## src/rtl/am_pkg.sv

```systemverilog
// rtl/am_pkg.sv - shared alignment marker constants, lane FSM states and matcher
package am_pkg;

  localparam int AM_PERIOD_W = 14;
  localparam int AM_LANES    = 4;
  localparam int AM_ID_W     = 2;

  // Sync header carried by every control block, markers included.
  localparam logic [1:0] AM_HEAD = 2'b10;

  // Bytes 3 and 7 carry BIP3/BIP7 and are don't-care when matching.
  localparam logic [63:0] AM_CARE = 64'h00FF_FFFF_00FF_FFFF;

  // Marker payloads with byte 0 at [7:0]; BIP positions are zero here.
  localparam logic [3:0][63:0] AM_MARKER = {
    64'h00C2_865D_003D_79A2,  // L3
    64'h0064_9A3A_009B_65C5,  // L2
    64'h0019_3B0F_00E6_C4F0,  // L1
    64'h00B8_896F_0047_7690   // L0
  };

  typedef enum logic [1:0] {
    ST_SEARCH = 2'd0,
    ST_CHECK  = 2'd1,
    ST_LOCKED = 2'd2
  } lane_state_t;

  typedef struct packed {
    logic               hit;
    logic [AM_ID_W-1:0] id;
  } am_match_t;

  // Encodings are mutually exclusive, so at most one lane ID can hit.
  function automatic am_match_t am_match(input logic [1:0] head, input logic [63:0] data);
    am_match_t r;
    r = '0;
    if (head == AM_HEAD) begin
      for (int k = 0; k < AM_LANES; k++) begin
        if ((data & AM_CARE) == AM_MARKER[k]) begin
          r.hit = 1'b1;
          r.id  = AM_ID_W'(k);
        end
      end
    end
    return r;
  endfunction

endpackage

```

## src/rtl/am_lane_rx.sv

```systemverilog
// rtl/am_lane_rx.sv - per-lane marker match, period tracking, lock FSM and output register
module am_lane_rx #(
  parameter int HEAD_W      = 2,
  parameter int DATA_W      = 64,
  parameter int AM_PERIOD_W = am_pkg::AM_PERIOD_W,
  parameter int MISS_MAX    = 4
) (
  input  logic              clk,
  input  logic              reset,
  input  logic              valid_i,
  input  logic [HEAD_W-1:0] head_i,
  input  logic [DATA_W-1:0] data_i,
  output logic              valid_o,
  output logic [HEAD_W-1:0] head_o,
  output logic [DATA_W-1:0] data_o,
  output logic              marker_v_o,
  output logic              lock_o,
  output logic [1:0]        lane_id_o,
  output logic              lock_nxt_o,
  output logic [1:0]        id_nxt_o
);
  import am_pkg::*;

  lane_state_t            state_q, state_d;
  logic [AM_PERIOD_W-1:0] cnt_q, cnt_d;
  logic [2:0]             miss_q, miss_d;
  logic [1:0]             id_q, id_d;
  logic                   mark_q, mark_d;
  logic                   lock_q;
  logic                   valid_q;
  logic [HEAD_W-1:0]      head_q;
  logic [DATA_W-1:0]      data_q;

  am_match_t              m;
  logic                   at_exp;
  logic                   good;

  assign m      = am_match(head_i, data_i);
  assign at_exp = valid_i && (cnt_q == {AM_PERIOD_W{1'b1}});
  assign good   = valid_i && m.hit && (m.id == id_q);

  // Next-state: search for any marker, confirm one period later, then police the period.
  always_comb begin
    state_d = state_q;
    cnt_d   = cnt_q;
    miss_d  = miss_q;
    id_d    = id_q;
    mark_d  = 1'b0;
    if (valid_i) begin
      // The expected position wraps the counter to zero, which rearms the period.
      cnt_d = cnt_q + 1'b1;
      unique case (state_q)
        ST_SEARCH: begin
          if (m.hit) begin
            id_d    = m.id;
            cnt_d   = '0;
            miss_d  = '0;
            state_d = ST_CHECK;
          end
        end
        ST_CHECK: begin
          if (at_exp) begin
            if (good) begin
              state_d = ST_LOCKED;
              miss_d  = '0;
              mark_d  = 1'b1;
            end else begin
              state_d = ST_SEARCH;
            end
          end
        end
        ST_LOCKED: begin
          if (at_exp) begin
            mark_d = 1'b1;
            if (good) begin
              miss_d = '0;
            end else if (miss_q + 3'd1 == 3'(MISS_MAX)) begin
              miss_d  = '0;
              state_d = ST_SEARCH;
            end else begin
              miss_d = miss_q + 3'd1;
            end
          end
        end
        default: state_d = ST_SEARCH;
      endcase
    end
  end

  // State and output registers; status lines up with the block it describes.
  always_ff @(posedge clk) begin
    if (reset) begin
      state_q <= ST_SEARCH;
      cnt_q   <= '0;
      miss_q  <= '0;
      id_q    <= '0;
      mark_q  <= 1'b0;
      lock_q  <= 1'b0;
      valid_q <= 1'b0;
      head_q  <= '0;
      data_q  <= '0;
    end else begin
      state_q <= state_d;
      cnt_q   <= cnt_d;
      miss_q  <= miss_d;
      id_q    <= id_d;
      mark_q  <= mark_d;
      lock_q  <= (state_d == ST_LOCKED);
      valid_q <= valid_i;
      head_q  <= head_i;
      data_q  <= data_i;
    end
  end

  assign valid_o    = valid_q;
  assign head_o     = head_q;
  assign data_o     = data_q;
  assign marker_v_o = mark_q;
  assign lock_o     = lock_q;
  assign lane_id_o  = id_q;
  assign lock_nxt_o = (state_d == ST_LOCKED);
  assign id_nxt_o   = id_d;

endmodule

```

## src/rtl/am_rx.sv

```systemverilog
// rtl/am_rx.sv - 4-lane alignment marker receiver with aggregate lock and duplicate-ID check
module am_rx #(
  parameter int LANE_N      = 4,
  parameter int HEAD_W      = 2,
  parameter int DATA_W      = 64,
  parameter int AM_PERIOD_W = am_pkg::AM_PERIOD_W,
  parameter int MISS_MAX    = 4
) (
  input  logic                     clk,
  input  logic                     reset,
  input  logic [LANE_N-1:0]        valid_i,
  input  logic [LANE_N*HEAD_W-1:0] head_i,
  input  logic [LANE_N*DATA_W-1:0] data_i,
  output logic [LANE_N-1:0]        valid_o,
  output logic [LANE_N*HEAD_W-1:0] head_o,
  output logic [LANE_N*DATA_W-1:0] data_o,
  output logic [LANE_N-1:0]        marker_v_o,
  output logic [LANE_N-1:0]        lock_o,
  output logic [LANE_N*2-1:0]      lane_id_o,
  output logic                     all_lock_o,
  output logic                     lane_err_o
);
  import am_pkg::*;

  logic [LANE_N-1:0]         lock_nxt;
  logic [LANE_N*AM_ID_W-1:0] id_nxt;
  logic                      err_d;
  logic                      err_q;
  logic                      all_q;

  for (genvar g = 0; g < LANE_N; g++) begin : g_lane
    am_lane_rx #(
      .HEAD_W      (HEAD_W),
      .DATA_W      (DATA_W),
      .AM_PERIOD_W (AM_PERIOD_W),
      .MISS_MAX    (MISS_MAX)
    ) u_lane (
      .clk        (clk),
      .reset      (reset),
      .valid_i    (valid_i[g]),
      .head_i     (head_i[g*HEAD_W +: HEAD_W]),
      .data_i     (data_i[g*DATA_W +: DATA_W]),
      .valid_o    (valid_o[g]),
      .head_o     (head_o[g*HEAD_W +: HEAD_W]),
      .data_o     (data_o[g*DATA_W +: DATA_W]),
      .marker_v_o (marker_v_o[g]),
      .lock_o     (lock_o[g]),
      .lane_id_o  (lane_id_o[g*2 +: 2]),
      .lock_nxt_o (lock_nxt[g]),
      .id_nxt_o   (id_nxt[g*AM_ID_W +: AM_ID_W])
    );
  end

  // Duplicate-ID check over every pair of lanes that will be locked next cycle.
  always_comb begin
    err_d = 1'b0;
    for (int a = 0; a < LANE_N; a++) begin
      for (int b = a + 1; b < LANE_N; b++) begin
        if (lock_nxt[a] && lock_nxt[b] &&
            (id_nxt[a*AM_ID_W +: AM_ID_W] == id_nxt[b*AM_ID_W +: AM_ID_W])) begin
          err_d = 1'b1;
        end
      end
    end
  end

  // Aggregate status registered so it updates together with the lane outputs.
  always_ff @(posedge clk) begin
    if (reset) begin
      err_q <= 1'b0;
      all_q <= 1'b0;
    end else begin
      err_q <= err_d;
      all_q <= (&lock_nxt) && !err_d;
    end
  end

  assign lane_err_o = err_q;
  assign all_lock_o = all_q;

endmodule

```

## config.mk

```make
export PLATFORM = sky130hd
export DESIGN_NAME = am_rx
export DESIGN_NICKNAME = d
export VERILOG_FILES = /design/src/rtl/am_pkg.sv /design/src/rtl/am_lane_rx.sv /design/src/rtl/am_rx.sv
export SDC_FILE = /design/constraint.sdc
export NUM_CORES = 1
export LEC_CHECK = 0
export CORE_AREA = 8 8 211 213
export DETAILED_ROUTE_END_ITERATION = 7
export DIE_AREA = 0 0 219 221
export PLACE_DENSITY = 0.69
export SLEW_MARGIN = 0
export SYNTH_ARGS = -nofsm -noshare
export SYNTH_HDL_FRONTEND = slang
export SYNTH_HIERARCHICAL = 1
export SYNTH_SLANG_ARGS = --single-unit
```

## constraint.sdc

```tcl
create_clock -name clk -period 2.79 [get_ports clk]
set_input_delay 0.279 -clock clk [delete_from_list [all_inputs] [get_ports clk]]
set_output_delay 0.279 -clock clk [all_outputs]
set_load 0.05 [all_outputs]
```

==> Flow_metrics.wiki <==
{| class="wikitable"
! Metric !! Value
|-
| Result of the run || finished, final reports clean
|-
| Ratio of cells with drive above 1 in the final layout || 17.7%
|-
| Worst reg2reg setup slack || 0.15 ns
|-
| Height of the chip || 221 µm
|-
| Number of optimization iterations in the first detailed-route pass || 5
|-
| Fillers || 3498
|-
| Pin count of the biggest net entering global routing || 117
|-
| Sequential element share of the synthesized area || 50.5%
|-
| Proportion of power drawn by the clock network || 42.8%
|-
| Commonest cells after routing, fill and taps aside || clkdlybuf4s50_1 (516), dfxtp_1 (358), nor2b_1 (301)
|-
| Leading register cell type out of synthesis || dfxtp_1
|-
| Maximum count of clock buffers along a single path || 3
|-
| Master cell of the clock root buffer || clkbuf_16
|-
| Antenna Nets Post-Route || 0
|-
| Number of enable-type register cells in the synthesized netlist || 0
|-
| Buf+Inv Stages, Crit Path || 3
|-
| Required time worst endpoint || 3.19 ns
|-
| Number of cells on the critical path || 15
|-
| PortBufs || 555
|-
| Wire length of the first global-routing pass || 76.4 mm
|-
| Slew Limit Fails || 0
|-
| Worst slew margin || 45.4%
|-
| Area added between synthesis and finish || 66.1%
|-
| Via count || 13200
|-
| WP data arrival || 3.19 ns
|-
| Core Footprint || 41300 µm²
|-
| Setup repair after global routing missed its margin || true
|-
| Number of antenna violations at the first check in global routing || 1
|-
| X dimension of the die || 219 µm
|-
| Synthesized area || 14400 µm²
|-
| Number of antenna repair diodes || 0
|-
| # rows || 75
|-
| Setup TNS after final layout || 0 ns
|-
| Top cell type's share of synthesized area || 50.5%
|-
| Top layer used by detailed routing || met4
|-
| Count of state elements after synthesis || 362
|-
| Met1 wire length || 20.3 mm
|-
| Via count of the first global-routing pass || 13400
|-
| Setup crit start || data_i[140]
|-
| Average instance area after synthesis || 9.99 µm²
|-
| Total track usage || 20.0%
|-
| # H-tree levels || 2
|-
| Combinational group share of total power || 16.1%
|-
| Detailed-routed wire length on met2 || 26.4 mm
|-
| Die area || 48400 µm²
|-
| Top cells by area, synth || dfxtp_1 (50%), nor2b_1 (13%), nor2_1 (2.8%)
|-
| Fin Clk Skew || 0.0144 ns
|-
| Insertion delay to the later sink of the worst-skew pair || 0.55 ns
|-
| Per-cell routed wire length || 18.7 µm
|-
| Startpoint types || primary input
|-
| Number of buffers created by CTS || 42
|-
| Pin slew with the least headroom to its limit || 0.820 ns
|-
| Register clock-pin slew on the reported worst setup and hold paths || 0.06 ns
|-
| Number of cells on the worst reg-to-reg path || 12
|-
| CTS tree || yes
|-
| Overall routed net length || 51.4 mm
|-
| Worst min-delay path category || primary input to flip-flop
|-
| Count of max-cap constraint violations || 0
|-
| Pwr per Cell Area || 556 nW/µm²
|-
| Share of the clock period used by the worst path || 99.9%
|-
| Finish-stage setup viols || 0
|-
| Number of primary I/O pins || 556
|-
| DRT iter0 DRCs || 690
|-
| Proportion of total power due to net switching || 26.0%
|-
| Endpoint of the worst setup timing path || lane_err_o$_SDFF_PP0_
|-
| R2R Path End || all_lock_o$_SDFF_PP0_
|-
| Hold Fails Final Rpt || 0
|-
| Switching pwr || 0.00345 W
|-
| Critical path's slowest cell || clkdlybuf4s50_1
|-
| Synthesized netlist net count || 1740
|-
| Worst setup EP type || flip-flop
|-
| Initial standard-cell utilization of the core || 34.8%
|-
| Commonest non-fill, non-tap cell in the layout || clkdlybuf4s50_1
|-
| Vias per cell || 4.80
|-
| Number of synthesis warnings || 6
|-
| Final layout net count || 2476
|-
| Sink count of the clock tree || 362
|-
| Reg2reg start || g_lane[2].u_lane/cnt_q[6]$_SDFFE_PP0P_
|-
| Min cycle time layout || 2.79 ns
|-
| Routability cong. || 0.873
|-
| Top achievable clock speed || 0.359 GHz
|-
| Cells traversed along the worst timing path || clkdlybuf4s50_1 -> and4bb_1 -> nand4_1 -> nor3_2 -> buf_4 -> o21ai_1 -> a21oi_2 -> buf_4 -> o21ai_0 -> nor2_1 -> nor2_4 -> nand2_4 -> nor3_2 -> nor4_2 -> a21oi_1
|-
| Met3 routed wirelength || 3.41 mm
|-
| Sequential Power Share || 41.1%
|-
| Residual overflow from global routing || 0
|-
| Top cell type by total area after synthesis || dfxtp_1
|-
| Hold buffer count at CTS || 0
|-
| FFs w/ async S/R, synth || 0%
|-
| Netlist cell types || 67
|-
| Synthesized instance count || 1438
|-
| Residual DRC || 0
|-
| Largest fanout on the critical path || 4
|-
| Sum of net half-perimeters after detailed placement || 39.9 mm
|-
| Worst Path Class, Setup || primary input to flip-flop
|-
| Critical path's top delay family || simple AND/OR/NAND/NOR gates
|-
| Delay contributed by the slowest stage of the critical path || 0.48 ns
|-
| Final cell utilization of the core || 57.8%
|-
| Worst IR Drop VDD || 0.540 mV
|-
| Leakage || 9.51 nW
|-
| Internal power || 0.00981 W
|}
[worst min path at each step]
| stage | start | end | slack [ns] | cells past startpoint |
|---|---|---|---|---|
| 2_1_floorplan | reset | lane_err_o$_SDFF_PP0_ | 0.35 | 1 |
| 3_3_place_gp | g_lane[2].u_lane/miss_q[1]$_SDFFE_PP0P_ | g_lane[2].u_lane/miss_q[1]$_SDFFE_PP0P_ | 0.46 | 2 |
| 3_5_place_dp | g_lane[0].u_lane/cnt_q[1]$_SDFFE_PP0P_ | g_lane[0].u_lane/cnt_q[1]$_SDFFE_PP0P_ | 0.48 | 2 |
| 4_1_cts | reset | g_lane[1].u_lane/data_o[6]$_SDFF_PP0_ | 0.22 | 2 |
| 5_1_grt | data_i[246] | g_lane[3].u_lane/data_o[54]$_SDFF_PP0_ | 0.009 | 2 |
| 6_report | data_i[246] | g_lane[3].u_lane/data_o[54]$_SDFF_PP0_ | 0.02 | 2 |
[power by group through the flow]
stage	Sequential, W	Combinational [W]	Clock [W]
finish	0.00545	0.00213	0.00568
global route	0.00547	0.00222	0.00606
CTS	0.00545	0.00213	0.00585
detailed placement	0.00557	0.00212	0
global placement	0.00556	0.00210	0
floorplan	0.00629	0.000316	0
[kinds of logic (layout without fill, tap and decap cells)]
kind of cell,Yosys count,after routing,synth area share (%)
buffers and inverters,78,847,2.07
muxes,1,1,0.0697
adders and majority gates,32,32,2.79
DFF,362,362,50.5
and+or+nand+nor,771,771,34.5
AOI/OAI and AO/OA,130,130,6.20
xor gates and xnor gates,64,64,3.90
[cell usage after synthesis, types with 3 or more instances]
cell type,instances
buf_1,4
clkbuf_1,36
nor2b_1,305
and4bb_2,29
o21ai_1,4
nor4b_2,7
and4bb_1,9
or3_1,5
nor2_1,109
a31oi_1,6
nand2_1,70
nand2b_1,12
nand4_2,3
or2_2,5
dfxtp_1,362
nor4_2,8
nand3_1,25
o21ai_0,27
a211oi_1,12
buf_2,4
a21oi_1,35
o211ai_1,7
and4b_1,19
xnor2_1,27
nand4bb_1,4
nor4_1,13
nand4b_1,10
nor4b_1,12
xor2_1,37
a22oi_1,8
nor4bb_1,12
nand4_1,56
nand3b_1,6
inv_1,34
o21a_1,6
ha_1,32
nor3_1,28
and3_1,11
[worst register-to-register path, stage by stage, from the launching register on]
cell	delay (ns)
dfxtp_1	0.38
nand4_2	0.16
nor4_1	0.25
buf_4	0.16
nand4_1	0.15
a221o_1	0.34
or2_2	0.29
o211a_1	0.15
nor2_4	0.16
nand2_4	0.06
nor3_2	0.18
nor4_2	0.08
and3_1	0.18
[registers in the layout, indices dropped and copies added (netlist names)]
| register | count |
|---|---|
| g_lane.u_lane/cnt_q | 56 |
| all_lock_o | 1 |
| g_lane.u_lane/lock_o | 4 |
| g_lane.u_lane/head_o | 8 |
| g_lane.u_lane/valid_o | 4 |
| g_lane.u_lane/data_o | 256 |
| g_lane.u_lane/marker_v_o | 4 |
| g_lane.u_lane/state_q | 8 |
| g_lane.u_lane/lane_id_o | 8 |
| g_lane.u_lane/miss_q | 12 |
| lane_err_o | 1 |
[per-stage QoR]
step	std cells	hold WS [ns]	total power (W)	cell area [µm²]	worst slack (ns)
finish	2746	0.0200	0.0133	23900	0.00148
global route	2746	0.00860	0.0137	23900	-0.131
CTS	2728	0.224	0.0134	23200	0.00356
detailed placement	2651	0.478	0.00768	21700	-0.807
global placement	2651	0.460	0.00766	21700	-0.689
floorplan	1438	0.348	0.00661	14400	0.136
[per-layer routing]
layer  vias up  track usage [%]
met5         -                0
met4         0             6.61
met3        75             4.90
met2       400             36.0
met1      6251             22.6
li1       6457                -
[layout make-up]
type	count	area (µm²)	share of cell area, %
clock buffers	63	1300	5.47
clock inverters	14	156	0.656
inverters	34	128	0.535
multi-input cells	998	7310	30.6
flip-flops and latches	362	7250	30.4
well taps	539	674	2.83
repair buffers	736	7030	29.5
[timing repair]
action,4_1_cts,5_1_grt
setup buffers,0,19
cloned,0,0
gates resized for setup,18,124
setup endpoints to repair,2,3
pin swaps,4,78
Power figures use the tool's default switching activity.
==> patch (same flow settings) <==
The output `all_lock_o` loses its register stage (`all_q` becomes a continuous assignment).
--- a/src/rtl/am_rx.sv
+++ b/src/rtl/am_rx.sv
@@ -68,12 +68,12 @@
   always_ff @(posedge clk) begin
     if (reset) begin
       err_q <= 1'b0;
-      all_q <= 1'b0;
     end else begin
       err_q <= err_d;
-      all_q <= (&lock_nxt) && !err_d;
     end
   end
+
+  assign all_q = (&lock_nxt) && !err_d;
 
   assign lane_err_o = err_q;
   assign all_lock_o = all_q;
Formal check against the unedited RTL: no difference found for any inputs over 4 cycles, from zero or initial values and one cycle with reset high; that may be too few to reach the edited logic, so the function may still have changed.
==> patch against the unedited design <==
Largest power group unchanged. Sequential power about the same. Worst setup slack worse by 0.78 ns. Sequential share of layout area down 1.4 points. Core utilization up 2.6 points. Power down 0.52%. The run now ends with negative hold slack, negative setup slack left. Routed wire length up 3.4%. Clock skew up 0.0053 ns. Highest routed layer is now met5. Cell area up 4.5%. Via count up 2.4%. Critical endpoint is now all_lock_o. Area after synthesis down 1.3%. Global-route usage up 0.50 points. Sequential cell count down 1. Worst hold slack worse by 0.025 ns. Count of clock-buffer cells in the layout down 2.
==> patch: results <==
[outcome]
outcome = "complete, but fails checks"
failed_checks = "negative hold slack, negative setup slack"

[route]
drt_pass1_iterations = 5
viasPerCell = 4.81
wl_mm = 53.2
dr.first_iter.drc_count = 530

[pwr]
max-vdd-ir-drop_v = 0.000485
finalPower_mw = 13.2
p_seq_mw = 5.44
switching_share_pct = 26.2
p_leak_nw = 10.3
clkPwrFrac_pct = 42.8

[layout]
num-nets-final = 2535
drive_gt1_share_pct = 25.9

[timing]
report.final.setup_viol = 3
hold_ws_ns = -0.00461
fin_skew_ns = 0.0197
hold_viol = 1
layout_setup_ws_ns = -0.775
worst_pin_slew_ns = 0.619

[cts]
clk_path_buf_depth = 3
numCtsBuffers = 41
cts_hold_buf = 14
cts_resized = 428
post_cts_buffers = 48
worstSkewPairLatency_ns = 0.55
cts-root-buf = "clkbuf_16"

[synthesis]
ys_seq_area_share_pct = 51.0
synth_nets = 1707
yosys-top-cells-count = "dfxtp_1, nor2b_1, nor2_1, nand2_1, nand4_1"
synth_top_area_share_pct = 51.0
yosys-top-cells-area = "dfxtp_1, nor2b_1, and4bb_2"
yosysWarnings = 6
ys_types = 63

[setup_path]
path_max_fanout = 5
r2r_end = "lane_err_o$_SDFF_PP0_"
worst_ep_arrival_time_ns = 3.29
startpoint = "data_i[145]"
reg2reg_from = "g_lane[0].u_lane/cnt_q[0]$_SDFFE_PP0P_"
cp_slowest_cell = "a211oi_2"
ff2ff_path_depth = 19
max_stage_delay_ns = 0.34
rrSetupSlack_ns = -0.40
crit_end = "all_lock_o"

[grt]
grt_max_degree = 77
grtUsageTotal_pct = 20.5
grt_first_pass_wirelength_mm = 79.6
grt_antenna_before_repair = 6
grt_pass1_vias = 13900

[place]
gp_congestion = 0.913
hpwl_mm = 39.8
place_area_sq_um = 21700
io_buffers = 555

[worst_hold_path]
hp-start = "data_i[227]"
hold_class = "in2reg"
hold_end = "g_lane[3].u_lane/data_o[35]$_SDFF_PP0_"
[patch: cell count changes after synthesis, sizes merged, moves of 7 or more]
cell   delta
nand2     -8
or3       +9
nor3     -12
a21oi     +7
nor2     -13
nor2b     -8
nand4     -7
[patch: cell type report]
type                            instances  area [sq um]
Clock inverter                         14           201
Clock buffer                           61          1220
Multi-Input combinational cell        963          7850
Tap cell                              539           674
Fill cell                            3363         16400
Inverter                               34           128
Sequential cell                       361          7240
Timing Repair Buffer                  832          7600
Antenna cell                            4          10.0
[patch: routing by layer]
layer	wire length, microns	share of wire, %	global-route usage, %	vias up
li1	-	-	-	6536
met1	20500	39	22.5	6457
met2	27800	52	38.0	421
met3	3680	6.9	5.91	81
met4	1110	2.1	4.80	4
met5	27	0.051	0	-
[patch: logic make-up (layout without fill, tap and decap cells)]
group                    Yosys count  after routing  share of synthesized area, %
AND/OR/NAND/NOR                  740            740                          33.3
flip-flops                       361            361                          51.0
AO/OA/AOI/OAI                    125            125                          6.62
buffers and inverters             81            941                          2.16
XOR/XNOR                          64             64                          3.96
adder cells (fa/ha/maj)           32             32                          2.83
multiplexers                       2              2                         0.141
other                              0              4                             0
[patch: per-stage QoR]
stage / utilization (%) / cells / setup TNS, ns / hold slack (ns) / worst slack [ns]
after global placement: 52.7 / 2636 / -8.65 / 0.459 / -1.19
after CTS: 58.9 / 2771 / -1.52 / 0.0374 / -0.653
after global routing: 60.4 / 2808 / -1.63 / 0.00164 / -0.896
after floorplan: - / 1405 / -0.182 / 0.407 / -0.182
final: 60.4 / 2808 / -1.26 / -0.00461 / -0.775
after detailed placement: 52.7 / 2636 / -10.34 / 0.476 / -1.29
[patch: worst max-delay path: cells and delay by family]
kind	cells	cell delay, ns
compound gates	3	0.64
buf+inv	7	1.07
simple gates	7	1.29
